`src/rtl/kws_pkg.sv`:
```
// Shared types and constants for the keyword-spotting post-processing controller.
package kws_pkg;

    localparam int unsigned KWS_SCORE_W     = 16;
    localparam logic [2:0]  KWS_IDX_INVALID = 3'b111;

    typedef logic [KWS_SCORE_W-1:0] kws_score_t;

    typedef enum logic [2:0] {
        ST_IDLE,
        ST_INIT,
        ST_READ,
        ST_DRAIN,
        ST_WAIT,
        ST_DECIDE
    } kws_state_e;

endpackage

```
`src/rtl/kws_post_ctrl_if.sv`:
```
// Score RAM read port plus post-block load/result port seen by the controller.
interface kws_post_ctrl_if
    import kws_pkg::*;
#(
    parameter int unsigned ADDR_W = 8
) ();

    logic              o_rd_en;
    logic [ADDR_W-1:0] o_rd_addr;
    kws_score_t        i_rd_data;
    logic              o_post_init;
    logic              o_post_we;
    kws_score_t        o_post_dout;
    kws_score_t        i_post_diff;
    logic [2:0]        i_post_idx;
    logic              i_post_validp;

    modport master (
        output o_rd_en, o_rd_addr, o_post_init, o_post_we, o_post_dout,
        input  i_rd_data, i_post_diff, i_post_idx, i_post_validp
    );

    modport slave (
        input  o_rd_en, o_rd_addr, o_post_init, o_post_we, o_post_dout,
        output i_rd_data, i_post_diff, i_post_idx, i_post_validp
    );

endinterface

```
`src/rtl/kws_vote.sv`:
```
// Confidence threshold, N-frame vote, post-detection hold timer and detection pulse.
module kws_vote
    import kws_pkg::*;
#(
    parameter int unsigned VOTE_N   = 3,
    parameter int unsigned HOLD_CYC = 1024
) (
    input  logic       clk,
    input  logic       resetn,
    input  logic       decide_i,
    input  logic       clr_i,
    input  logic [2:0] idx_i,
    input  kws_score_t diff_i,
    input  kws_score_t thresh_i,
    output logic       det_validp_o,
    output logic [2:0] det_idx_o,
    output logic       hold_o
);

    localparam int unsigned HOLD_W = $clog2(HOLD_CYC + 1);

    logic [3:0]        vote_q, vote_d;
    logic [2:0]        last_q;
    logic [HOLD_W-1:0] hold_q, hold_d;
    logic              det_p_q, hold_flag_q;
    logic [2:0]        det_idx_q;
    logic              conf, fire;

    always_comb begin
        conf   = (idx_i != KWS_IDX_INVALID) && (diff_i >= thresh_i);
        vote_d = vote_q;
        if (clr_i) begin
            vote_d = '0;
        end else if (decide_i) begin
            if (conf && (idx_i == last_q))
                vote_d = (vote_q == 4'hF) ? 4'hF : vote_q + 4'd1;
            else
                vote_d = conf ? 4'd1 : 4'd0;
        end
        // Equality (not >=) so a run that keeps voting past VOTE_N stays silent.
        fire   = decide_i && (vote_d == 4'(VOTE_N)) && (hold_q == '0);
        hold_d = hold_q;
        if (fire)
            hold_d = HOLD_W'(HOLD_CYC);
        else if (hold_q != '0)
            hold_d = hold_q - 1'b1;
    end

    always_ff @(posedge clk or negedge resetn) begin
        if (!resetn) begin
            vote_q      <= '0;
            last_q      <= KWS_IDX_INVALID;
            hold_q      <= '0;
            hold_flag_q <= 1'b0;
            det_p_q     <= 1'b0;
            det_idx_q   <= KWS_IDX_INVALID;
        end else begin
            vote_q      <= vote_d;
            hold_q      <= hold_d;
            hold_flag_q <= (hold_d != '0);
            det_p_q     <= fire;
            if (decide_i)
                last_q <= conf ? idx_i : KWS_IDX_INVALID;
            if (fire)
                det_idx_q <= idx_i;
        end
    end

    assign det_validp_o = det_p_q;
    assign det_idx_o    = det_idx_q;
    assign hold_o       = hold_flag_q;

endmodule

```
`src/rtl/kws_post_ctrl.sv`:
```
// Per-inference sequencer: clears the post block, streams class scores into it,
// waits for its result and hands the decision to the vote stage.
module kws_post_ctrl
    import kws_pkg::*;
#(
    parameter int unsigned NUM_CLASS = 7,
    parameter int unsigned ADDR_W    = 8,
    parameter int unsigned BASE_ADDR = 0,
    parameter int unsigned RD_LAT    = 1,
    parameter int unsigned VOTE_N    = 3,
    parameter int unsigned HOLD_CYC  = 1024,
    parameter int unsigned WAIT_TO   = 15
) (
    input  logic                   clk,
    input  logic                   resetn,
    input  logic                   i_cnn_done,
    input  kws_score_t             i_thresh,
    kws_post_ctrl_if.master        bus,
    output logic                   o_busy,
    output logic                   o_det_validp,
    output logic [2:0]             o_det_idx,
    output logic                   o_hold,
    output logic                   o_err_p
);

    localparam int unsigned WT_W = (WAIT_TO < 2) ? 1 : $clog2(WAIT_TO);

    kws_state_e        state_q;
    logic [2:0]        cnt_q;
    logic [ADDR_W-1:0] rd_addr_q;
    logic              rd_en_q, post_init_q, post_we_q, busy_q, pend_q, err_p_q;
    logic [RD_LAT-1:0] dl_q;
    logic [WT_W-1:0]   wait_cnt_q;
    kws_score_t        dout_q, diff_q;
    logic [2:0]        idx_q;
    logic              decide, timeout;

    assign decide  = (state_q == ST_DECIDE);
    assign timeout = (state_q == ST_WAIT) && !bus.i_post_validp
                     && (wait_cnt_q == WT_W'(WAIT_TO - 1));

    always_ff @(posedge clk or negedge resetn) begin
        if (!resetn) begin
            state_q     <= ST_IDLE;
            cnt_q       <= '0;
            rd_addr_q   <= ADDR_W'(BASE_ADDR);
            rd_en_q     <= 1'b0;
            post_init_q <= 1'b0;
            busy_q      <= 1'b0;
            pend_q      <= 1'b0;
            err_p_q     <= 1'b0;
            wait_cnt_q  <= '0;
            diff_q      <= '0;
            idx_q       <= KWS_IDX_INVALID;
        end else begin
            post_init_q <= 1'b0;
            err_p_q     <= timeout;
            // A single request may queue behind the running frame; a second one is an overrun.
            if ((state_q != ST_IDLE) && i_cnn_done) begin
                if (pend_q)
                    err_p_q <= 1'b1;
                else
                    pend_q <= 1'b1;
            end
            case (state_q)
                ST_IDLE: begin
                    if (i_cnn_done || pend_q) begin
                        pend_q      <= pend_q && i_cnn_done;
                        post_init_q <= 1'b1;
                        busy_q      <= 1'b1;
                        state_q     <= ST_INIT;
                    end
                end
                ST_INIT: begin
                    cnt_q     <= '0;
                    rd_addr_q <= ADDR_W'(BASE_ADDR);
                    rd_en_q   <= 1'b1;
                    state_q   <= ST_READ;
                end
                ST_READ: begin
                    if (cnt_q == 3'(NUM_CLASS - 1)) begin
                        rd_en_q <= 1'b0;
                        state_q <= ST_DRAIN;
                    end else begin
                        cnt_q     <= cnt_q + 3'd1;
                        rd_addr_q <= rd_addr_q + 1'b1;
                    end
                end
                ST_DRAIN: begin
                    if (dl_q == '0) begin
                        wait_cnt_q <= '0;
                        state_q    <= ST_WAIT;
                    end
                end
                ST_WAIT: begin
                    if (bus.i_post_validp) begin
                        diff_q  <= bus.i_post_diff;
                        idx_q   <= bus.i_post_idx;
                        state_q <= ST_DECIDE;
                    end else if (timeout) begin
                        busy_q  <= 1'b0;
                        state_q <= ST_IDLE;
                    end else begin
                        wait_cnt_q <= wait_cnt_q + 1'b1;
                    end
                end
                ST_DECIDE: begin
                    busy_q  <= 1'b0;
                    state_q <= ST_IDLE;
                end
                default: begin
                    busy_q  <= 1'b0;
                    state_q <= ST_IDLE;
                end
            endcase
        end
    end

    always_ff @(posedge clk or negedge resetn) begin
        if (!resetn) begin
            dl_q      <= '0;
            post_we_q <= 1'b0;
            dout_q    <= '0;
        end else begin
            dl_q[0] <= rd_en_q;
            for (int unsigned k = 1; k < RD_LAT; k++)
                dl_q[k] <= dl_q[k-1];
            post_we_q <= dl_q[RD_LAT-1];
            if (dl_q[RD_LAT-1])
                dout_q <= bus.i_rd_data;
        end
    end

    kws_vote #(
        .VOTE_N   (VOTE_N),
        .HOLD_CYC (HOLD_CYC)
    ) u_vote (
        .clk          (clk),
        .resetn       (resetn),
        .decide_i     (decide),
        .clr_i        (timeout),
        .idx_i        (idx_q),
        .diff_i       (diff_q),
        .thresh_i     (i_thresh),
        .det_validp_o (o_det_validp),
        .det_idx_o    (o_det_idx),
        .hold_o       (o_hold)
    );

    assign bus.o_rd_en     = rd_en_q;
    assign bus.o_rd_addr   = rd_addr_q;
    assign bus.o_post_init = post_init_q;
    assign bus.o_post_we   = post_we_q;
    assign bus.o_post_dout = dout_q;
    assign o_busy          = busy_q;
    assign o_err_p         = err_p_q;

endmodule

```
`src/flat_wrapper.sv`:
```
// flat-port wrapper written by rule: the top's interface ports become plain ports
module kws_post_ctrl_flat import kws_pkg::*;
#(
    parameter int unsigned NUM_CLASS = 7,
    parameter int unsigned ADDR_W    = 8,
    parameter int unsigned BASE_ADDR = 0,
    parameter int unsigned RD_LAT    = 1,
    parameter int unsigned VOTE_N    = 3,
    parameter int unsigned HOLD_CYC  = 1024,
    parameter int unsigned WAIT_TO   = 15
)
  (clk, resetn, i_cnn_done, i_thresh, o_busy, o_det_validp, o_det_idx, o_hold, o_err_p, bus_o_rd_en, bus_o_rd_addr, bus_o_post_init, bus_o_post_we, bus_o_post_dout, bus_i_rd_data, bus_i_post_diff, bus_i_post_idx, bus_i_post_validp);
  kws_post_ctrl_if #(.ADDR_W(ADDR_W)) bus_i ();
  input  logic clk;
  input  logic resetn;
  input  logic i_cnn_done;
  input  kws_score_t i_thresh;
  output logic o_busy;
  output logic o_det_validp;
  output logic [2:0] o_det_idx;
  output logic o_hold;
  output logic o_err_p;
  output wire logic [$bits(bus_i.o_rd_en)-1:0] bus_o_rd_en;
  output wire logic [$bits(bus_i.o_rd_addr)-1:0] bus_o_rd_addr;
  output wire logic [$bits(bus_i.o_post_init)-1:0] bus_o_post_init;
  output wire logic [$bits(bus_i.o_post_we)-1:0] bus_o_post_we;
  output wire logic [$bits(bus_i.o_post_dout)-1:0] bus_o_post_dout;
  input wire logic [$bits(bus_i.i_rd_data)-1:0] bus_i_rd_data;
  input wire logic [$bits(bus_i.i_post_diff)-1:0] bus_i_post_diff;
  input wire logic [$bits(bus_i.i_post_idx)-1:0] bus_i_post_idx;
  input wire logic [$bits(bus_i.i_post_validp)-1:0] bus_i_post_validp;
  assign bus_o_rd_en = bus_i.o_rd_en;
  assign bus_o_rd_addr = bus_i.o_rd_addr;
  assign bus_o_post_init = bus_i.o_post_init;
  assign bus_o_post_we = bus_i.o_post_we;
  assign bus_o_post_dout = bus_i.o_post_dout;
  assign bus_i.i_rd_data = bus_i_rd_data;
  assign bus_i.i_post_diff = bus_i_post_diff;
  assign bus_i.i_post_idx = bus_i_post_idx;
  assign bus_i.i_post_validp = bus_i_post_validp;
  kws_post_ctrl #(.NUM_CLASS(NUM_CLASS), .ADDR_W(ADDR_W), .BASE_ADDR(BASE_ADDR), .RD_LAT(RD_LAT), .VOTE_N(VOTE_N), .HOLD_CYC(HOLD_CYC), .WAIT_TO(WAIT_TO)) u_core (.clk(clk), .resetn(resetn), .i_cnn_done(i_cnn_done), .i_thresh(i_thresh), .bus(bus_i), .o_busy(o_busy), .o_det_validp(o_det_validp), .o_det_idx(o_det_idx), .o_hold(o_hold), .o_err_p(o_err_p));
endmodule
```
`config.mk`:
```
export PLATFORM = sky130hd
export DESIGN_NAME = kws_post_ctrl_flat
export DESIGN_NICKNAME = d
export VERILOG_FILES = /design/src/rtl/kws_pkg.sv /design/src/rtl/kws_post_ctrl_if.sv /design/src/rtl/kws_vote.sv /design/src/rtl/kws_post_ctrl.sv /design/src/flat_wrapper.sv
export SDC_FILE = /design/constraint.sdc
export NUM_CORES = 1
export LEC_CHECK = 0
export ABC_AREA = 1
export BUFFER_PORTS_ARGS = -buffer_cell sky130_fd_sc_hd__buf_2
export CAP_MARGIN = 5
export CORE_ASPECT_RATIO = 1.4
export CORE_MARGIN = 2
export CORE_UTILIZATION = 55
export CTS_CLUSTER_SIZE = 40
export DETAILED_ROUTE_END_ITERATION = 6
export GPL_ROUTABILITY_DRIVEN = 0
export PLACE_DENSITY = 0.86
export SYNTH_ARGS = -nofsm -noshare
export SYNTH_HDL_FRONTEND = slang
export SYNTH_SLANG_ARGS = --single-unit
```
`constraint.sdc`:
```
create_clock -name clk -period 2.7 [get_ports clk]
set_clock_uncertainty 0.15 [all_clocks]
set_input_delay 0.135 -clock clk [delete_from_list [all_inputs] [get_ports clk]]
set_output_delay 0.135 -clock clk [all_outputs]
set_load 0.05 [all_outputs]
```
==> out/summary.txt, run 1 <==
outcome: finished, final reports clean
IO Pins: 89
most common cell after layout, fill and taps aside: buf_2
first-pass GRT wire length: 16.6 mm
Min-Delay Path Class: flip-flop to flip-flop
DRT iter0 DRCs: 225
Synth Warn #: 0
area occupied by registers: 2090 sq um
# diodes: 0
via density per instance: 5.15
critical path class: flip-flop to flip-flop
CP Launch Type: flip-flop
ANT nets after route: 0
clock sinks: 83
Syn Nets: 529
area used by multi-input combinational logic: 1840 sq um
Buffers on Ports: 88
Async SR Flop Fraction: 1.00
crit share post-route: 0.841
final WL: 9.58 mm
Final Hold Vio Count: 0
Synth Cell Area: 4240 sq um
largest net degree at the start of global routing: 84
Synth Area per Inst: 9.40 sq um
top_reg_cell synth: dfrtp_1
antenna violations before repair: 0
crit path time final: 2270 ps
Cells after Synth: 451
Slew @ Worst Pin: 1030 ps
synthesis-to-finish area growth: 26.4%
sequential share of the synthesized area: 0.493
Arrival @ worst endpoint: 2360 ps
Die Span Y: 108 um
maxcap violations: 0
DP HPWL: 6.46 mm
# DRC: 0
worst-skew pair later-pin latency: 350 ps
CTS buffer count: 9
Nets: 663
layout cell share with drive strength beyond 1: 0.300
Die Wd: 78.2 um
row count: 37
CTS tree: built
clk root buf: clkbuf_8
Post-CTS Resized: 0
highest clock rate: 0.440 GHz
dpl cells: 633
gr usage total: 0.250
via count: 3541
EDFF count, synth: 0
Yosys cell types: 40
Max Root-Sink Buffers: 2
clock slew at reported path FFs: 80 ps
H-tree levels: 3
CORE AREA: 7410 sq um
Critical Path RT: 2790 ps
Slew Limit Fails: 0
VDD IR max: 660 uV
Pwr Density: 883 nW/um^2
commonest non-fill, non-tap cells in the layout: 87 x buf_2, 82 x nand2_1, 74 x dfrtp_1, 66 x inv_1, 38 x dlygate4sd3_1
final setup vio count: 0
grt total ovfl: 0
CTS Hold Bufs: 38
Setup Total Neg Slack: 0 ps
crit path capture type: flip-flop
RSZ-0062 raised after global routing: no
setup bufs post-CTS: 0
register bit total from synthesis: 83
CP Max Fanout: 8
Worst slew margin: 0.314
first drt pass iteration count: 5
die area: 8440 sq um
Final Non-Filler Cells: 687
vias in the first global route: 3860
P_leak: 2.78 nW
wire per inst: 13.9 um
Fillers: 556
initial core utilization: 0.572
-- state kept, by name, summed over array words and instances, names as in the netlist, 3 cells and up --
name,cells
u_core.u_vote.hold_q,11
u_core.idx_q,3
u_core.diff_q,16
u_core.bus.o_post_dout,16
u_core.cnt_q,3
u_core.wait_cnt_q,4
u_core.u_vote.vote_q,4
u_core.state_q,3
u_core.bus.o_rd_addr,8
u_core.u_vote.last_q,3
u_core.u_vote.det_idx_o,3
-- logic make-up (layout without fill, tap and decap cells) --
family	count (synthesis)	count (layout)	synth area share
multiplexers	31	31	0.0823
flip-flops	83	83	0.493
AND/OR/NAND/NOR	168	168	0.187
AO/OA/AOI/OAI	56	56	0.0741
XOR/XNOR	11	11	0.0227
buffers and inverters	79	218	0.0732
adder cells (fa/ha/maj)	23	23	0.0679
-- path summary, 6_finish.rpt --
path,startpoint,endpoint,slack [ps],depth (start not counted)
setup reg to reg,u_core.u_vote.hold_q[0]$_DFF_PN0_,u_core.u_vote.hold_o$_DFF_PN0_,430,13
max in group asynchronous,resetn,u_core.diff_q[9]$_DFFE_PN0P_,1380,2
hold / removal,u_core.bus.o_rd_en$_DFFE_PN0P_,u_core.dl_q$_DFF_PN0_,260,0
setup / recovery,u_core.u_vote.hold_q[0]$_DFF_PN0_,u_core.u_vote.hold_o$_DFF_PN0_,430,13
min in group asynchronous,resetn,u_core.bus.o_post_dout[11]$_DFFE_PN0P_,340,2
hold reg to reg,u_core.bus.o_rd_en$_DFFE_PN0P_,u_core.dl_q$_DFF_PN0_,260,0
-- stage by stage --
step | util | setup WS [ps] | cell area [sq um] | power, W | hold slack, ps
5_1_grt | 0.723 | 223 | 5360 | 0.00513 | 277
3_5_place_dp | 0.646 | 450 | 4790 | 0.00386 | 224
4_1_cts | 0.723 | 434 | 5360 | 0.00475 | 260
2_1_floorplan | - | 680 | 4240 | 0.00337 | -311
3_3_place_gp | 0.646 | 549 | 4790 | 0.00374 | 214
6_report | 0.723 | 429 | 5360 | 0.00473 | 258
-- routing by layer --
layer,share of wire,GRT usage,vias to the layer above
li1,-,-,1727
met2,0.56,0.475,101
met4,0.026,0.110,0
met1,0.37,0.257,1690
met3,0.046,0.0587,23
met5,0,0,-
-- power breakdown --
part | switching, W | internal, W
clock network | 0.000448 | 0.000386
registers | 0.000302 | 0.00165
logic | 0.00121 | 0.000736
total | 0.00196 | 0.00277
-- worst max-delay path: stages, from the launching register on --
cell and delay [ps]:
dfrtp_1 420, inv_1 130, ha_1 200, nand2_1 120, nor2_2 160, nand2_1 110
nor2_4 180, inv_1 90, nor2_1 100, nand3_1 100, nor2_1 130, nand2_2 110
nand2_2 80, nand4_1 80
-- Yosys cell counts, types with 7 or more instances --
library cell | number | area (sq um)
nand2_1 | 82 | 308
dfrtp_1 | 74 | 1850
inv_1 | 66 | 248
mux2_2 | 31 | 349
nor2_1 | 30 | 113
a21oi_1 | 24 | 120
ha_1 | 23 | 288
o21ai_0 | 19 | 95.1
nand3_1 | 16 | 80.1
nor3_1 | 10 | 50.1
dfstp_2 | 9 | 236
xor2_1 | 9 | 78.8
inv_2 | 7 | 26.3
nand4_1 | 7 | 43.8
-- layout make-up --
cell class                 count  share of cell area
clock buffer                  11              0.0283
clock inverter                 5             0.00677
inverter                      74              0.0523
multi-input combinational    289               0.344
sequential                    83               0.390
tap                           97              0.0227
timing repair buffer         128               0.157
(Power assumes the default switching activity.)
==> inputs of run 2 (changes only) <==
Settings changed: CORE_UTILIZATION 55 to 49, PLACE_DENSITY 0.86 to 0.82.
Clock period 2.7 ns to 1.8 ns, I/O delays scaled along.
==> out/summary.txt, run 2 (synthesis results as in run 1) <==
outcome: finished with violations (was finished, final reports clean)
failing checks: setup timing
ANT nets after route: 0 (unchanged)
Critical Path RT: 1860 ps (was 2790 ps)
antenna violations before repair: 0 (unchanged)
Min-Delay Path Class: input port to async pin (was flip-flop to flip-flop)
Logic pwr share: 0.485 (was 0.412)
vias in the first global route: 4076 (was 3860)
CP Launch Type: flip-flop (unchanged)
area occupied by registers: 2090 sq um (unchanged)
area used by multi-input combinational logic: 2110 sq um (was 1840 sq um)
commonest non-fill, non-tap cells in the layout: 87 x buf_2, 74 x dfrtp_1, 68 x nand2_1, 66 x buf_4, 59 x inv_1 (was 87 x buf_2, 82 x nand2_1, 74 x dfrtp_1, 66 x inv_1, 38 x dlygate4sd3_1)
DP HPWL: 7.48 mm (was 6.46 mm)
Highest Signal Layer: met4 (unchanged)
R2R Setup Slk: -410 ps (was 430 ps)
Layout Utilization: 0.755 (was 0.723)
length of routed met2 wiring: 6.92 mm (was 5.36 mm)
largest net degree at the start of global routing: 40 (was 84)
layout cell share with drive strength beyond 1: 0.458 (was 0.300)
Nets: 737 (was 663)
H-tree levels: 3 (unchanged)
via density per instance: 5.10 (was 5.15)
Net Switching: 0.00375 W (was 0.00196 W)
grt total ovfl: 0 (unchanged)
most common cell after layout, fill and taps aside: buf_2 (unchanged)
crit path time final: 2210 ps (was 2270 ps)
Final Non-Filler Cells: 769 (was 687)
WHS: 111 ps (was 258 ps)
total power: 0.00977 W (was 0.00473 W)
Die Span Y: 114 um (was 108 um)
row count: 40 (was 37)
final setup vio count: 19 (was 0)
Pwr Density: 1520 nW/um^2 (was 883 nW/um^2)
CP Max Fanout: 7 (was 8)
Final Hold Vio Count: 0 (unchanged)
Internal: 0.00603 W (was 0.00277 W)
synthesis-to-finish area growth: 51.5% (was 26.4%)
initial core utilization: 0.498 (was 0.572)
RSZ-0062 raised after global routing: yes (was no)
maxcap violations: 0 (unchanged)
Clock Power Share: 0.220 (was 0.176)
Arrival @ worst endpoint: 2270 ps (was 2360 ps)
VDD IR max: 1310 uV (was 660 uV)
Slew @ Worst Pin: 522 ps (was 1030 ps)
worst path cell trace: ha_1, nand2_1, inv_2, nand2_1, nor2_1, nor2_1, nand2_1, nand2_1, nand2_2, nand3_2, nand2_2, nand3_2, nor2_2, nand2_4, nand2_2, nand4_1 (was inv_1, ha_1, nand2_1, nor2_2, nand2_1, nor2_4, inv_1, nor2_1, nand3_1, nor2_1, nand2_2, nand2_2, nand4_1)
final WL: 12.1 mm (was 9.58 mm)
Max Root-Sink Buffers: 2 (unchanged)
# diodes: 0 (unchanged)
Slew Limit Fails: 0 (unchanged)
worst slack, placed: -412 ps (was 450 ps)
worst-skew pair later-pin latency: 340 ps (was 350 ps)
first drt pass iteration count: 4 (was 5)
CTS tree: built (unchanged)
Post-Route M1 WL: 4.25 mm (was 3.54 mm)
die area: 9420 sq um (was 8440 sq um)
worst r2r src: u_core.diff_q[6]$_DFFE_PN0P_ (was u_core.u_vote.hold_q[0]$_DFF_PN0_)
clock sinks: 83 (unchanged)
Worst path max stage delay: 390 ps (was 420 ps)
crit path capture type: flip-flop (unchanged)
CORE AREA: 8510 sq um (was 7410 sq um)
Fillers: 550 (was 556)
# DRC: 0 (unchanged)
clk root buf: clkbuf_16 (was clkbuf_8)
DRT iter0 DRCs: 264 (was 225)
critical path class: flip-flop to flip-flop (unchanged)
Buffers on Ports: 88 (unchanged)
highest clock rate: 0.453 GHz (was 0.440 GHz)
R2R depth: 16 (was 13)
PnR worst setup slack: -410 ps (was 429 ps)
gr usage total: 0.247 (was 0.250)
sequential power share: 0.295 (was 0.412)
Sw Ratio: 0.383 (was 0.415)
crit share post-route: 1.23 (was 0.841)
crit path max-delay cell type: dfrtp_1 (unchanged)
wire per inst: 15.7 um (was 13.9 um)
cell mode on critical path: nand2_1
dpl cells: 696 (was 633)
metal3 WL: 591 um (was 437 um)
via count: 3925 (was 3541)
worst reg2reg endpoint: u_core.u_vote.hold_o$_DFF_PN0_ (unchanged)
clock slew at reported path FFs: 60 ps (was 80 ps)
IO Pins: 89 (unchanged)
P_leak: 3.32 nW (was 2.78 nW)
Worst slew margin: 0.652 (was 0.314)
first-pass GRT wire length: 17.7 mm (was 16.6 mm)
Die Wd: 82.6 um (was 78.2 um)
CTS buffer count: 9 (unchanged)
[run 2: changes by cell type in the layout (fill, tap and decap cells not counted), moves of 7 or more]
cell | previous run | this run
buf_4 | 3 | 66
buf_6 | 0 | 8
clkbuf_16 | 0 | 9
clkbuf_8 | 11 | 0
inv_1 | 66 | 59
nand2_1 | 82 | 68
nand2_2 | 4 | 15
o21ai_0 | 19 | 10
[run 2: stage by stage]
stage	TNS [ps]	area (sq um)
6_report	-4130	6420
3_5_place_dp	-2950	5280
2_1_floorplan	-694	4270
4_1_cts	-2840	6110
3_3_place_gp	-2000	5280
5_1_grt	-6650	6420
[run 2: final cells by class]
class	instances	share of cell area
sequential	83	0.325
multi-input combinational	289	0.328
inverter	74	0.0444
tap	105	0.0205
clock inverter	7	0.0193
clock buffer	9	0.0351
timing repair buffer	202	0.228
[run 2: critical path, delay by kind of cell (launching register included)]
kind          cells  cell delay [ps]
fa+ha+maj         1              280
simple gates     14             1200
flops             1              390
buf+inv           1               60
[run 2: worst max path at each step]
| stage | startpoint | end | depth (start not counted) | slack, ps |
|---|---|---|---|---|
| 5_1_grt | u_core.diff_q[7]$_DFFE_PN0P_ | u_core.u_vote.hold_o$_DFF_PN0_ | 16 | -580 |
| 2_1_floorplan | u_core.diff_q[7]$_DFFE_PN0P_ | u_core.u_vote.hold_o$_DFF_PN0_ | 16 | -130 |
| 6_report | u_core.diff_q[6]$_DFFE_PN0P_ | u_core.u_vote.hold_o$_DFF_PN0_ | 16 | -410 |
| 3_5_place_dp | u_core.diff_q[7]$_DFFE_PN0P_ | u_core.u_vote.hold_o$_DFF_PN0_ | 16 | -410 |
| 3_3_place_gp | u_core.u_vote.hold_q[0]$_DFF_PN0_ | u_core.u_vote.hold_o$_DFF_PN0_ | 11 | -300 |
| 4_1_cts | u_core.diff_q[7]$_DFFE_PN0P_ | u_core.u_vote.hold_o$_DFF_PN0_ | 16 | -370 |
[run 2: power groups by stage]
stage	registers, W	logic (W)	clock network, W
3_5_place_dp	0.00286	0.00381	0
6_report	0.00289	0.00474	0.00215
5_1_grt	0.00294	0.00516	0.00226
2_1_floorplan	0.00314	0.00199	0
3_3_place_gp	0.00282	0.00363	0
4_1_cts	0.00284	0.00413	0.00219
[run 2: routing by layer]
| layer | GRT usage | up-vias |
|---|---|---|
| met3 | 0.0607 | 33 |
| met5 | 0 | - |
| met2 | 0.473 | 131 |
| li1 | - | 1887 |
| met4 | 0.0995 | 0 |
| met1 | 0.243 | 1874 |
[run 2: repair_timing]
action / 4_1_cts / 5_1_grt
gates cloned: 0 / 0
gates resized for setup: 21 / 53
hold buffers: 38 / 0
endpoints found under the setup margin: 16 / 31
pin swaps: 12 / 30
hold endpoints to repair: 123 / 0
setup buffers: 5 / 14
==> inputs of run 3 (changes only) <==
Settings changed: CORE_ASPECT_RATIO 1.4 to not set, MAX_ROUTING_LAYER set to met4.
==> out/summary.txt, run 3 (synthesis results as in run 1) <==
outcome: finished with violations (unchanged)
failing checks: setup timing (unchanged)
Worst path top cell family by delay: simple AND/OR/NAND/NOR gates (unchanged)
CP Launch Type: flip-flop (unchanged)
Logic pwr share: 0.533 (was 0.485)
Worst slew margin: 0.683 (was 0.652)
# diodes: 0 (unchanged)
dpl cells: 699 (was 696)
CORE AREA: 8300 sq um (was 8510 sq um)
VDD IR max: 1130 uV (was 1310 uV)
DRT iter0 DRCs: 157 (was 264)
clk root buf: clkbuf_8 (was clkbuf_16)
crit path launch: u_core.u_vote.hold_q[0]$_DFF_PN0_ (was u_core.diff_q[6]$_DFFE_PN0P_)
first drt pass iteration count: 4 (unchanged)
crit share post-route: 1.24 (was 1.23)
Die Wd: 97.0 um (was 82.6 um)
# DRC: 0 (unchanged)
sequential power share: 0.319 (was 0.295)
Final Non-Filler Cells: 775 (was 769)
synthesis-to-finish area growth: 52.2% (was 51.5%)
Net Switching: 0.00371 W (was 0.00375 W)
critical path class: flip-flop to flip-flop (unchanged)
Internal: 0.00540 W (was 0.00603 W)
WP depth: 12 (was 16)
DP HPWL: 7.09 mm (was 7.48 mm)
crit path time final: 2230 ps (was 2210 ps)
via density per instance: 5.14 (was 5.10)
largest net degree at the start of global routing: 36 (was 40)
antenna violations before repair: 0 (unchanged)
Fillers: 530 (was 550)
Max Root-Sink Buffers: 2 (unchanged)
first-pass GRT wire length: 18.0 mm (was 17.7 mm)
Sw Ratio: 0.407 (was 0.383)
R2R depth: 12 (was 16)
Nets: 743 (was 737)
IO Pins: 89 (unchanged)
final setup vio count: 21 (was 19)
PnR worst setup slack: -427 ps (was -410 ps)
CTS buffer count: 9 (unchanged)
RSZ-0062 raised after global routing: yes (unchanged)
Slew Limit Fails: 0 (unchanged)
commonest non-fill, non-tap cells in the layout: 87 x buf_2, 73 x dfrtp_1, 64 x buf_4, 62 x nand2_1, 57 x inv_1 (was 87 x buf_2, 74 x dfrtp_1, 68 x nand2_1, 66 x buf_4, 59 x inv_1)
Setup crit end: u_core.u_vote.hold_o$_DFF_PN0_ (unchanged)
wire per inst: 15.2 um (was 15.7 um)
Critical Path RT: 1880 ps (was 1860 ps)
worst path cell trace: inv_2, ha_4, nand2_4, nor2_4, nand2_2, nor2_4, buf_6, nor3_4, a21oi_2, o2111ai_1, nor3_2, nand4_1 (was ha_1, nand2_1, inv_2, nand2_1, nor2_1, nor2_1, nand2_1, nand2_1, nand2_2, nand3_2, nand2_2, nand3_2, nor2_2, nand2_4, nand2_2, nand4_1)
via count: 3981 (was 3925)
initial core utilization: 0.511 (was 0.498)
clock sinks: 83 (unchanged)
maxcap violations: 0 (unchanged)
ANT nets after route: 0 (unchanged)
clock slew at reported path FFs: 80 ps (was 60 ps)
Die Span Y: 97.0 um (was 114 um)
crit path max-delay cell type: dfrtp_1 (unchanged)
Pwr Density: 1410 nW/um^2 (was 1520 nW/um^2)
area occupied by registers: 2090 sq um (about the same)
crit path buf inv count: 2 (was 1)
gr usage total: 0.238 (was 0.247)
cell mode on critical path: nor2_4 (was nand2_1)
Final Hold Vio Count: 0 (unchanged)
R2R Setup Slk: -430 ps (was -410 ps)
Slew @ Worst Pin: 475 ps (was 522 ps)
worst-skew pair later-pin latency: 350 ps (was 340 ps)
die area: 9410 sq um (was 9420 sq um)
grt total ovfl: 0 (unchanged)
highest clock rate: 0.449 GHz (was 0.453 GHz)
Buffers on Ports: 88 (unchanged)
Min-Delay Path Class: input port to async pin (unchanged)
P_leak: 3.31 nW (was 3.32 nW)
row count: 33 (was 40)
most common cell after layout, fill and taps aside: buf_2 (unchanged)
layout cell share with drive strength beyond 1: 0.487 (was 0.458)
crit path capture type: flip-flop (unchanged)
WHS: 89.7 ps (was 111 ps)
final WL: 11.8 mm (was 12.1 mm)
worst reg2reg endpoint: u_core.u_vote.hold_o$_DFF_PN0_ (unchanged)
CP Max Fanout: 5 (was 7)
Clock Power Share: 0.148 (was 0.220)
CTS tree: built (unchanged)
H-tree levels: 3 (unchanged)
area used by multi-input combinational logic: 2220 sq um (was 2110 sq um)
Worst path max stage delay: 400 ps (was 390 ps)
Arrival @ worst endpoint: 2310 ps (was 2270 ps)
worst r2r src: u_core.u_vote.hold_q[0]$_DFF_PN0_ (was u_core.diff_q[6]$_DFFE_PN0P_)
vias in the first global route: 4058 (was 4076)
run 3: changes by cell type in the layout (fill, tap and decap cells not counted), sizes merged:
cell      change
buf           +6
inv           -2
clkinv        -1
bufinv        -2
clkinvlp      +2
clkbuf        +3
run 3: power groups by stage:
stage	Combinational, W	Clock (W)	Sequential (W)
final	0.00486	0.00135	0.00291
after global routing	0.00530	0.00146	0.00297
after CTS	0.00415	0.00137	0.00285
after detailed placement	0.00379	0	0.00286
after global placement	0.00365	0	0.00282
after floorplan	0.00199	0	0.00314
run 3: worst min-delay path by stage:
stage	from	to	slack, ps	depth (start not counted)
final	resetn	u_core.bus.o_post_dout[3]$_DFFE_PN0P_	90	2
after global routing	resetn	u_core.bus.o_post_dout[1]$_DFFE_PN0P_	120	2
after CTS	resetn	u_core.bus.o_post_we$_DFF_PN0_	90	2
after detailed placement	resetn	u_core.bus.o_rd_addr[4]$_DFFE_PN0P_	-70	1
after global placement	resetn	u_core.bus.o_post_we$_DFF_PN0_	-80	1
after floorplan	resetn	u_core.bus.o_post_dout[0]$_DFFE_PN0P_	-360	0
run 3: final cells by class:
cell class,instances,share of cell area
flip-flops and latches,83,0.324
multi-input cells,289,0.344
repair buffers,208,0.237
well taps,105,0.0204
inverters,74,0.0450
clock inverters,4,0.00775
clock buffers,12,0.0225
run 3: per-stage QoR:
stage | setup slack [ps] | utilization | total power, W | setup TNS (ps) | cell area [sq um]
6_report | -427 | 0.778 | 0.00912 | -3640 | 6450
5_1_grt | -545 | 0.778 | 0.00972 | -6610 | 6450
4_1_cts | -387 | 0.726 | 0.00837 | -2870 | 6030
3_5_place_dp | -402 | 0.638 | 0.00665 | -3150 | 5290
3_3_place_gp | -286 | 0.638 | 0.00647 | -2050 | 5290
2_1_floorplan | -128 | - | 0.00513 | -694 | 4270
run 3: repair_timing:
item / in CTS / in global routing
gates cloned: 0 / 0
pin swaps: 8 / 30
endpoints found under the hold margin: 115 / 0
gates resized for setup: 25 / 87
endpoints found under the setup margin: 23 / 46
setup buffers: 9 / 18
hold buffers: 38 / 0
run 3: layer usage:
| metal | vias up | track usage | wire length [um] |
|---|---|---|---|
| met5 | - | - | 0 |
| met4 | 0 | 0.0737 | 257 |
| met3 | 34 | 0.0506 | 649 |
| met2 | 142 | 0.396 | 6120 |
| met1 | 1915 | 0.292 | 4750 |
| li1 | 1890 | - | - |
